## config.mk

```make
export PLATFORM = sky130hd
export DESIGN_NAME = mult_div_unit
export DESIGN_NICKNAME = d
export VERILOG_FILES = /design/src/rtl/mips_pkg.sv /design/src/rtl/md_sign_fix.sv /design/src/rtl/mult_div_unit.sv
export SDC_FILE = /design/constraint.sdc
export NUM_CORES = 1
export LEC_CHECK = 0
export BUFFER_PORTS_ARGS = -buffer_cell sky130_fd_sc_hd__buf_2
export CAP_MARGIN = 20
export CORE_ASPECT_RATIO = 0.6
export CORE_MARGIN = 10
export CORE_UTILIZATION = 45
export CTS_BUF_LIST = sky130_fd_sc_hd__clkbuf_16
export DETAILED_ROUTE_END_ITERATION = 7
export GPL_TIMING_DRIVEN = 0
export PLACE_DENSITY = 0.63
export SLEW_MARGIN = 10
export SYNTH_ARGS = -nofsm -noshare
export SYNTH_HDL_FRONTEND = slang
export SYNTH_HIERARCHICAL = 1
export SYNTH_SLANG_ARGS = --single-unit
```

## constraint.sdc

```tcl
create_clock -name Clk -period 4.5 [get_ports Clk]
set_input_delay 0.675 -clock Clk [delete_from_list [all_inputs] [get_ports Clk]]
set_output_delay 0.675 -clock Clk [all_outputs]
set_load 0.1 [all_outputs]
```

## src/rtl/mips_pkg.sv

```systemverilog
// Shared definitions for the MIPS execute-stage multiply/divide unit:
// operation encodings, FSM state type and the datapath word width.
package mips_pkg;

  localparam int WORD_W = 32;

  localparam logic [2:0] MD_OP_MULT  = 3'b000;
  localparam logic [2:0] MD_OP_MULTU = 3'b001;
  localparam logic [2:0] MD_OP_DIV   = 3'b010;
  localparam logic [2:0] MD_OP_DIVU  = 3'b011;
  localparam logic [2:0] MD_OP_MTHI  = 3'b100;
  localparam logic [2:0] MD_OP_MTLO  = 3'b101;

  typedef enum logic [1:0] {
    IDLE = 2'd0,
    PREP = 2'd1,
    ITER = 2'd2,
    FIX  = 2'd3
  } md_state_t;

  // MULT/MULTU/DIV/DIVU all have a clear top opcode bit.
  function automatic logic md_is_multicycle(input logic [2:0] op);
    return (op[2] == 1'b0);
  endfunction

endpackage

```

## src/rtl/md_sign_fix.sv

```systemverilog
// Conditional two's-complement negation of a double word, either as one
// 2*W value (product) or as two independent W halves (operands, rem/quot).
module md_sign_fix
  import mips_pkg::*;
#(
  parameter int W = WORD_W
) (
  input  logic [2*W-1:0] val_i,
  input  logic           wide_i,
  input  logic           neg_hi_i,
  input  logic           neg_lo_i,
  output logic [2*W-1:0] res_o
);

  logic [W-1:0] hi_in;
  logic [W-1:0] lo_in;
  logic [W-1:0] hi_out;
  logic [W-1:0] lo_out;

  assign hi_in  = val_i[2*W-1:W];
  assign lo_in  = val_i[W-1:0];
  assign hi_out = neg_hi_i ? (~hi_in + W'(1)) : hi_in;
  assign lo_out = neg_lo_i ? (~lo_in + W'(1)) : lo_in;

  always_comb begin
    if (wide_i) begin
      res_o = neg_hi_i ? (~val_i + (2*W)'(1)) : val_i;
    end else begin
      res_o = {hi_out, lo_out};
    end
  end

endmodule

```

## src/rtl/mult_div_unit.sv

```systemverilog
// Iterative MULT/MULTU/DIV/DIVU unit holding the HI/LO registers.
// Sign-magnitude around an unsigned shift-add / restoring-divide core.
module mult_div_unit
  import mips_pkg::*;
#(
  parameter int WIDTH = WORD_W,
  parameter int CNT_W = 6
) (
  input  logic             Clk,
  input  logic             Reset_n,
  input  logic             Start,
  input  logic [2:0]       Op,
  input  logic [WIDTH-1:0] OperandA,
  input  logic [WIDTH-1:0] OperandB,
  output logic             Busy,
  output logic             Done,
  output logic             DivByZero,
  output logic [WIDTH-1:0] Hi,
  output logic [WIDTH-1:0] Lo
);

  md_state_t          state_q, state_d;
  logic [2:0]         op_q, op_d;
  logic [WIDTH-1:0]   a_q, a_d, b_q, b_d, hi_q, hi_d, lo_q, lo_d;
  logic [2*WIDTH-1:0] acc_q, acc_d;
  logic [CNT_W-1:0]   cnt_q, cnt_d;
  logic               neg_hi_q, neg_hi_d, neg_lo_q, neg_lo_d;
  logic               dz_q, dz_d, done_q, done_d, dbz_q, dbz_d;

  logic               is_div, is_signed;
  logic [WIDTH:0]     mul_sum, div_shift;
  logic               div_ge;
  logic [WIDTH-1:0]   div_rem;
  logic [2*WIDTH-1:0] fix_val, fix_res;
  logic               fix_wide, fix_neg_hi, fix_neg_lo;

  assign is_div    = (op_q == MD_OP_DIV) || (op_q == MD_OP_DIVU);
  assign is_signed = (op_q == MD_OP_MULT) || (op_q == MD_OP_DIV);

  // acc holds {partial product, multiplier} or {remainder, dividend/quotient}.
  assign mul_sum   = {1'b0, acc_q[2*WIDTH-1:WIDTH]} + (acc_q[0] ? {1'b0, b_q} : '0);
  assign div_shift = {acc_q[2*WIDTH-1:WIDTH], acc_q[WIDTH-1]};
  assign div_ge    = (div_shift >= {1'b0, b_q});
  assign div_rem   = div_ge ? WIDTH'(div_shift - {1'b0, b_q}) : div_shift[WIDTH-1:0];

  // One sign fixer: operand magnitudes in PREP, result correction in FIX.
  always_comb begin
    if (state_q == PREP) begin
      fix_val    = {a_q, b_q};
      fix_wide   = 1'b0;
      fix_neg_hi = is_signed & a_q[WIDTH-1];
      fix_neg_lo = is_signed & b_q[WIDTH-1];
    end else begin
      fix_val    = acc_q;
      fix_wide   = !is_div;
      fix_neg_hi = neg_hi_q;
      fix_neg_lo = neg_lo_q;
    end
  end

  md_sign_fix #(.W(WIDTH)) u_sign_fix (
    .val_i    (fix_val),
    .wide_i   (fix_wide),
    .neg_hi_i (fix_neg_hi),
    .neg_lo_i (fix_neg_lo),
    .res_o    (fix_res)
  );

  always_ff @(posedge Clk) begin
    if (!Reset_n) begin
      state_q <= IDLE;
    end else begin
      state_q <= state_d;
    end
  end

  always_comb begin
    state_d = state_q;
    case (state_q)
      IDLE:    if (Start && md_is_multicycle(Op)) state_d = PREP;
      PREP:    state_d = ITER;
      ITER:    if (cnt_q == CNT_W'(WIDTH - 1)) state_d = FIX;
      FIX:     state_d = IDLE;
      default: state_d = IDLE;
    endcase
  end

  assign Busy      = (state_q != IDLE);
  assign Done      = done_q;
  assign DivByZero = dbz_q;
  assign Hi        = hi_q;
  assign Lo        = lo_q;

  always_comb begin
    op_d     = op_q;
    a_d      = a_q;
    b_d      = b_q;
    acc_d    = acc_q;
    cnt_d    = cnt_q;
    neg_hi_d = neg_hi_q;
    neg_lo_d = neg_lo_q;
    dz_d     = dz_q;
    hi_d     = hi_q;
    lo_d     = lo_q;
    done_d   = 1'b0;
    dbz_d    = 1'b0;
    case (state_q)
      IDLE: begin
        if (Start) begin
          if (md_is_multicycle(Op)) begin
            op_d = Op;
            a_d  = OperandA;
            b_d  = OperandB;
          end else if (Op == MD_OP_MTHI) begin
            hi_d = OperandA;
          end else if (Op == MD_OP_MTLO) begin
            lo_d = OperandA;
          end
        end
      end
      PREP: begin
        // a_q keeps the raw dividend for the divide-by-zero result.
        acc_d    = {{WIDTH{1'b0}}, fix_res[2*WIDTH-1:WIDTH]};
        b_d      = fix_res[WIDTH-1:0];
        neg_lo_d = is_signed & (a_q[WIDTH-1] ^ b_q[WIDTH-1]);
        neg_hi_d = is_div ? (is_signed & a_q[WIDTH-1]) : (is_signed & (a_q[WIDTH-1] ^ b_q[WIDTH-1]));
        dz_d     = is_div && (b_q == '0);
        cnt_d    = '0;
      end
      ITER: begin
        cnt_d = cnt_q + CNT_W'(1);
        acc_d = is_div ? {div_rem, acc_q[WIDTH-2:0], div_ge} : {mul_sum, acc_q[WIDTH-1:1]};
      end
      FIX: begin
        done_d = 1'b1;
        dbz_d  = dz_q;
        if (dz_q) begin
          hi_d = a_q;
          lo_d = '1;
        end else begin
          hi_d = fix_res[2*WIDTH-1:WIDTH];
          lo_d = fix_res[WIDTH-1:0];
        end
      end
      default: ;
    endcase
  end

  always_ff @(posedge Clk) begin
    if (!Reset_n) begin
      op_q     <= '0;
      a_q      <= '0;
      b_q      <= '0;
      acc_q    <= '0;
      cnt_q    <= '0;
      neg_hi_q <= 1'b0;
      neg_lo_q <= 1'b0;
      dz_q     <= 1'b0;
      hi_q     <= '0;
      lo_q     <= '0;
      done_q   <= 1'b0;
      dbz_q    <= 1'b0;
    end else begin
      op_q     <= op_d;
      a_q      <= a_d;
      b_q      <= b_d;
      acc_q    <= acc_d;
      cnt_q    <= cnt_d;
      neg_hi_q <= neg_hi_d;
      neg_lo_q <= neg_lo_d;
      dz_q     <= dz_d;
      hi_q     <= hi_d;
      lo_q     <= lo_d;
      done_q   <= done_d;
      dbz_q    <= dbz_d;
    end
  end

endmodule
```

==> results.md <==
- Reg2Reg Depth: 14
- Final clock period utilization by the worst path: around 100%
- FF+latch count, synth: 207
- Largest fanout on the critical path: 10
- Core Region: 35,500 µm²
- Share of Yosys cell area claimed by the top area cell type: 25.3%
- TritonCTS buffer count: 23
- Global-route congestion overflow total: 0
- Routed wirelength normalized by instance count: 25.0 µm
- Final layout net count: approximately 2,400
- Drt first-iter violations: between 1,500 and 2,000
- Overall power after layout: approximately 11 mW
- Buffer cell driving the clock tree root: sky130_fd_sc_hd__clkbuf_16
- Peak per-stage delay on the critical path: 0.63 ns
- Worst reg-to-reg setup slack: around 0.08 ns
- Via count: around 17,000
- Critical Path RT: between 4 and 5 ns
- Worst Setup Path Type: flop to flop
- Number of standard cells in the final layout excluding fillers: approximately 2,700
- Hold Path End: a_q[14]
- Global-route wire length before repair: slightly below 100 mm
- Growth of design area from synthesis to finish: 15.0%
- Hold Crit Depth: 3
- Cell types with the largest area share after synthesis: sky130_fd_sc_hd__dfxtp_1, sky130_fd_sc_hd__mux2i_1, sky130_fd_sc_hd__ha_1
- Synth async-reset ratio: 0%
- Average cell area after synthesis: 7.98 µm²
- Boundary pin count: ~140
- Number of flops mapped to enable cells by yosys: 0
- Kind of end point of the critical path: flop
- Proportion of layout cells with a drive suffix above 1: around 15%
- Leak pwr: approximately 8.0 nW
- Max_cap viols: 0
- Hold path startpoint: OperandA[14]
- Outcome: complete, no violations
- Total number of H-tree levels: 1
- Overall routing resource usage: between 20% and 30%
- Final Hold Violating Endpoints: 0
- Startpoint of the lowest-slack register-to-register path: state_q[1]
- Clock input transition at the sequential cells of the worst setup and hold paths: ~0.07 ns
- Maximum buffer depth of the clock tree: 3
- Number of core rows: 53
- Remaining number of nets flagged by the antenna check after routing: 0
- Total of endpoints with negative setup slack in the final report: 0
- Terminus of the critical flop-to-flop path: Hi[31]
- Critical-path cell list: inv_2 -> ha_4 -> clkbuf_16 -> buf_2 -> mux2_2 -> nor3_2 -> nand2_2 -> o41a_4 -> o41ai_4 -> xnor2_2 -> mux2i_1 -> a211oi_2 -> a21oi_1 -> nor2b_1
- Via count of the first global-routing pass: around 15,000
- Critical path's top delay family: compound AO/OA/AOI/OAI gates
- Critical path launch point type: flop
- Number of slew-limit violations in the final report: 0
- Detailed-route wire length: a little under 70 mm
- Post-Syn Area: between 15,000 and 20,000 µm²
- Vertical die dimension: 168 µm
- Pin count of the biggest net entering global routing: 15
- Class of the most critical hold timing path: primary input to flop
- # DRC: 0
- Max Clk Rate: about 0.23 GHz
- Final worst clock skew: between 0.015 and 0.02 ns
- Worst slew margin: 18.4%
- Port-buffer cells: 136
- Number of cells after detailed placement: 2,655
- Setup slack of the critical path after layout: about 0.080 ns
- Cell type of the slowest stage on the worst timing path: sky130_fd_sc_hd__o41a_4
- Average via count per standard cell: just over 6
- Sink count of the clock tree: a little over 200
- Synthesized Nets: roughly 2,200
- Data arrival time of the critical path: 4.91 ns
- Cell type with the largest total area after synthesis: sky130_fd_sc_hd__dfxtp_1
- Post-Place Setup Slack: -1.43 ns
- Minimum clock period: about 4.4 ns
- Clock Latency Late Sink: 0.56 ns
- Primary flip-flop cell chosen by synthesis mapping: sky130_fd_sc_hd__dfxtp_1
- Routability-driven placement congestion ratio: between 1 and 1.5
- Buf+Inv Stages, Crit Path: 3
- Most instantiated cells after synthesis: sky130_fd_sc_hd__dfxtp_1, sky130_fd_sc_hd__nand2_1, sky130_fd_sc_hd__a21oi_1
- Slew at the pin closest to its max-slew limit: approximately 1.2 ns
- Count of unique library cells instantiated by Yosys: a little over 90
- CTS tree: yes
- Starting density of the core: a little under half
- Power per cell area: 597 nW/µm²
- Pre-Repair DR Iteration Count: 5
- Detail Placement HPWL: 55.6 mm
- Area of the die: between 40,000 and 50,000 µm²
- Worst voltage drop across the vdd grid: roughly 0.37 mV
- Post-Syn Instances: roughly 2,100
- Sequential area share after synthesis: roughly a quarter
- Synthesis Warnings: 6
- Die width: between 200 and 300 µm
- Initial antenna violation count: 0
## through the flow
| step | hold WS, ns | TNS [ns] | area, µm² | util [%] |
|---|---|---|---|---|
| after global placement | 0.451 | -100.87 | 17600 | 49.7 |
| after detailed placement | 0.455 | -85.02 | 17700 | 49.8 |
| after floorplan | 0.438 | 0 | 16400 | - |
| after global routing | 0.410 | -0.00998 | 18800 | 53.1 |
| after CTS | 0.391 | 0 | 18600 | 52.5 |
| final | 0.390 | 0 | 18800 | 53.1 |
## worst reg2reg max path, stage by stage, from the launching register on
cell and delay (ns):
sky130_fd_sc_hd__dfxtp_4 0.36, sky130_fd_sc_hd__inv_2 0.07, sky130_fd_sc_hd__ha_4 0.15, sky130_fd_sc_hd__clkbuf_16 0.16, sky130_fd_sc_hd__buf_2 0.37, sky130_fd_sc_hd__mux2_2 0.41
sky130_fd_sc_hd__nor3_2 0.54, sky130_fd_sc_hd__nand2_2 0.30, sky130_fd_sc_hd__o41a_4 0.63, sky130_fd_sc_hd__o41ai_4 0.46, sky130_fd_sc_hd__xnor2_2 0.23, sky130_fd_sc_hd__mux2i_1 0.18
sky130_fd_sc_hd__a211oi_2 0.29, sky130_fd_sc_hd__a21oi_1 0.07, sky130_fd_sc_hd__nor2b_1 0.14
## flip-flops by register name (all words and copies together), names as in the netlist
register   cells
acc_q         64
Hi            32
Lo            32
a_q           32
b_q           32
cnt_q          6
op_q           2
state_q        2
DivByZero      1
Done           1
dz_q           1
neg_hi_q       1
neg_lo_q       1
## cell usage in the layout (no fill, tap or decap), types with 24 or more instances in the layout
cell type / count
sky130_fd_sc_hd__o221ai_1: 36
sky130_fd_sc_hd__buf_2: 142
sky130_fd_sc_hd__o21ai_0: 46
sky130_fd_sc_hd__nand2_1: 206
sky130_fd_sc_hd__clkbuf_16: 24
sky130_fd_sc_hd__o21ai_1: 39
sky130_fd_sc_hd__and2_1: 38
sky130_fd_sc_hd__a211oi_1: 67
sky130_fd_sc_hd__nor3_1: 27
sky130_fd_sc_hd__nor2b_1: 72
sky130_fd_sc_hd__mux2i_1: 116
sky130_fd_sc_hd__clkbuf_1: 105
sky130_fd_sc_hd__inv_1: 75
sky130_fd_sc_hd__xor2_1: 49
sky130_fd_sc_hd__nand4_1: 25
sky130_fd_sc_hd__a21boi_0: 69
sky130_fd_sc_hd__mux2_2: 59
sky130_fd_sc_hd__nor2_1: 149
sky130_fd_sc_hd__dfxtp_1: 204
sky130_fd_sc_hd__a21oi_1: 168
sky130_fd_sc_hd__o211a_1: 34
sky130_fd_sc_hd__a21o_1: 37
sky130_fd_sc_hd__xnor2_1: 60
sky130_fd_sc_hd__ha_1: 70
## power by group
group	internal, mW	switching [mW]	total (mW)
registers	2.06	0.287	2.35
logic	2.28	4.64	6.92
clock network	1.06	0.911	1.97
total	5.40	5.84	11.2
## layer usage
metal	global-route usage (%)	wire, µm
met5	1.24	80
met4	5.12	1150
met2	37.6	25900
met3	8.92	7600
met1	44.3	33300
## timing repair
action	4_1_cts	5_1_grt
buffers inserted	8	14
pin swaps	9	9
setup endpoints to repair	104	53
gates resized for setup	40	17
hold buffers	0	0
## cell type report
cell class | count | area (µm²)
fill | 3586 | 16700
multi-input combinational | 1630 | 11500
clock inverter | 19 | 159
timing repair buffer | 160 | 873
clock buffer | 23 | 576
tap | 467 | 584
inverter | 73 | 274
antenna | 1 | 2.50
buffer | 141 | 717
sequential | 207 | 4150
## cells by family after synthesis
| logic type | share of synthesized area (%) |
|---|---|
| adders and majority gates | 5.67 |
| DFF | 25.3 |
| and+or+nand+nor | 18.6 |
| muxes | 11.3 |
| xor gates and xnor gates | 5.94 |
| AOI/OAI and AO/OA | 27.5 |
| buffers and inverters | 5.69 |
## worst max-delay path by stage
stage,slack (ns),from,cells past startpoint,end
finish,0.08,state_q[1],14,Hi[31]
global route,-0.008,state_q[1],17,Hi[24]
CTS,0.008,state_q[0],14,Hi[31]
detailed placement,-1.43,state_q[1],14,Hi[31]
global placement,-1.94,state_q[1],14,Hi[31]
floorplan,0.10,state_q[1],15,Hi[31]
(Power assumes the default switching activity.)
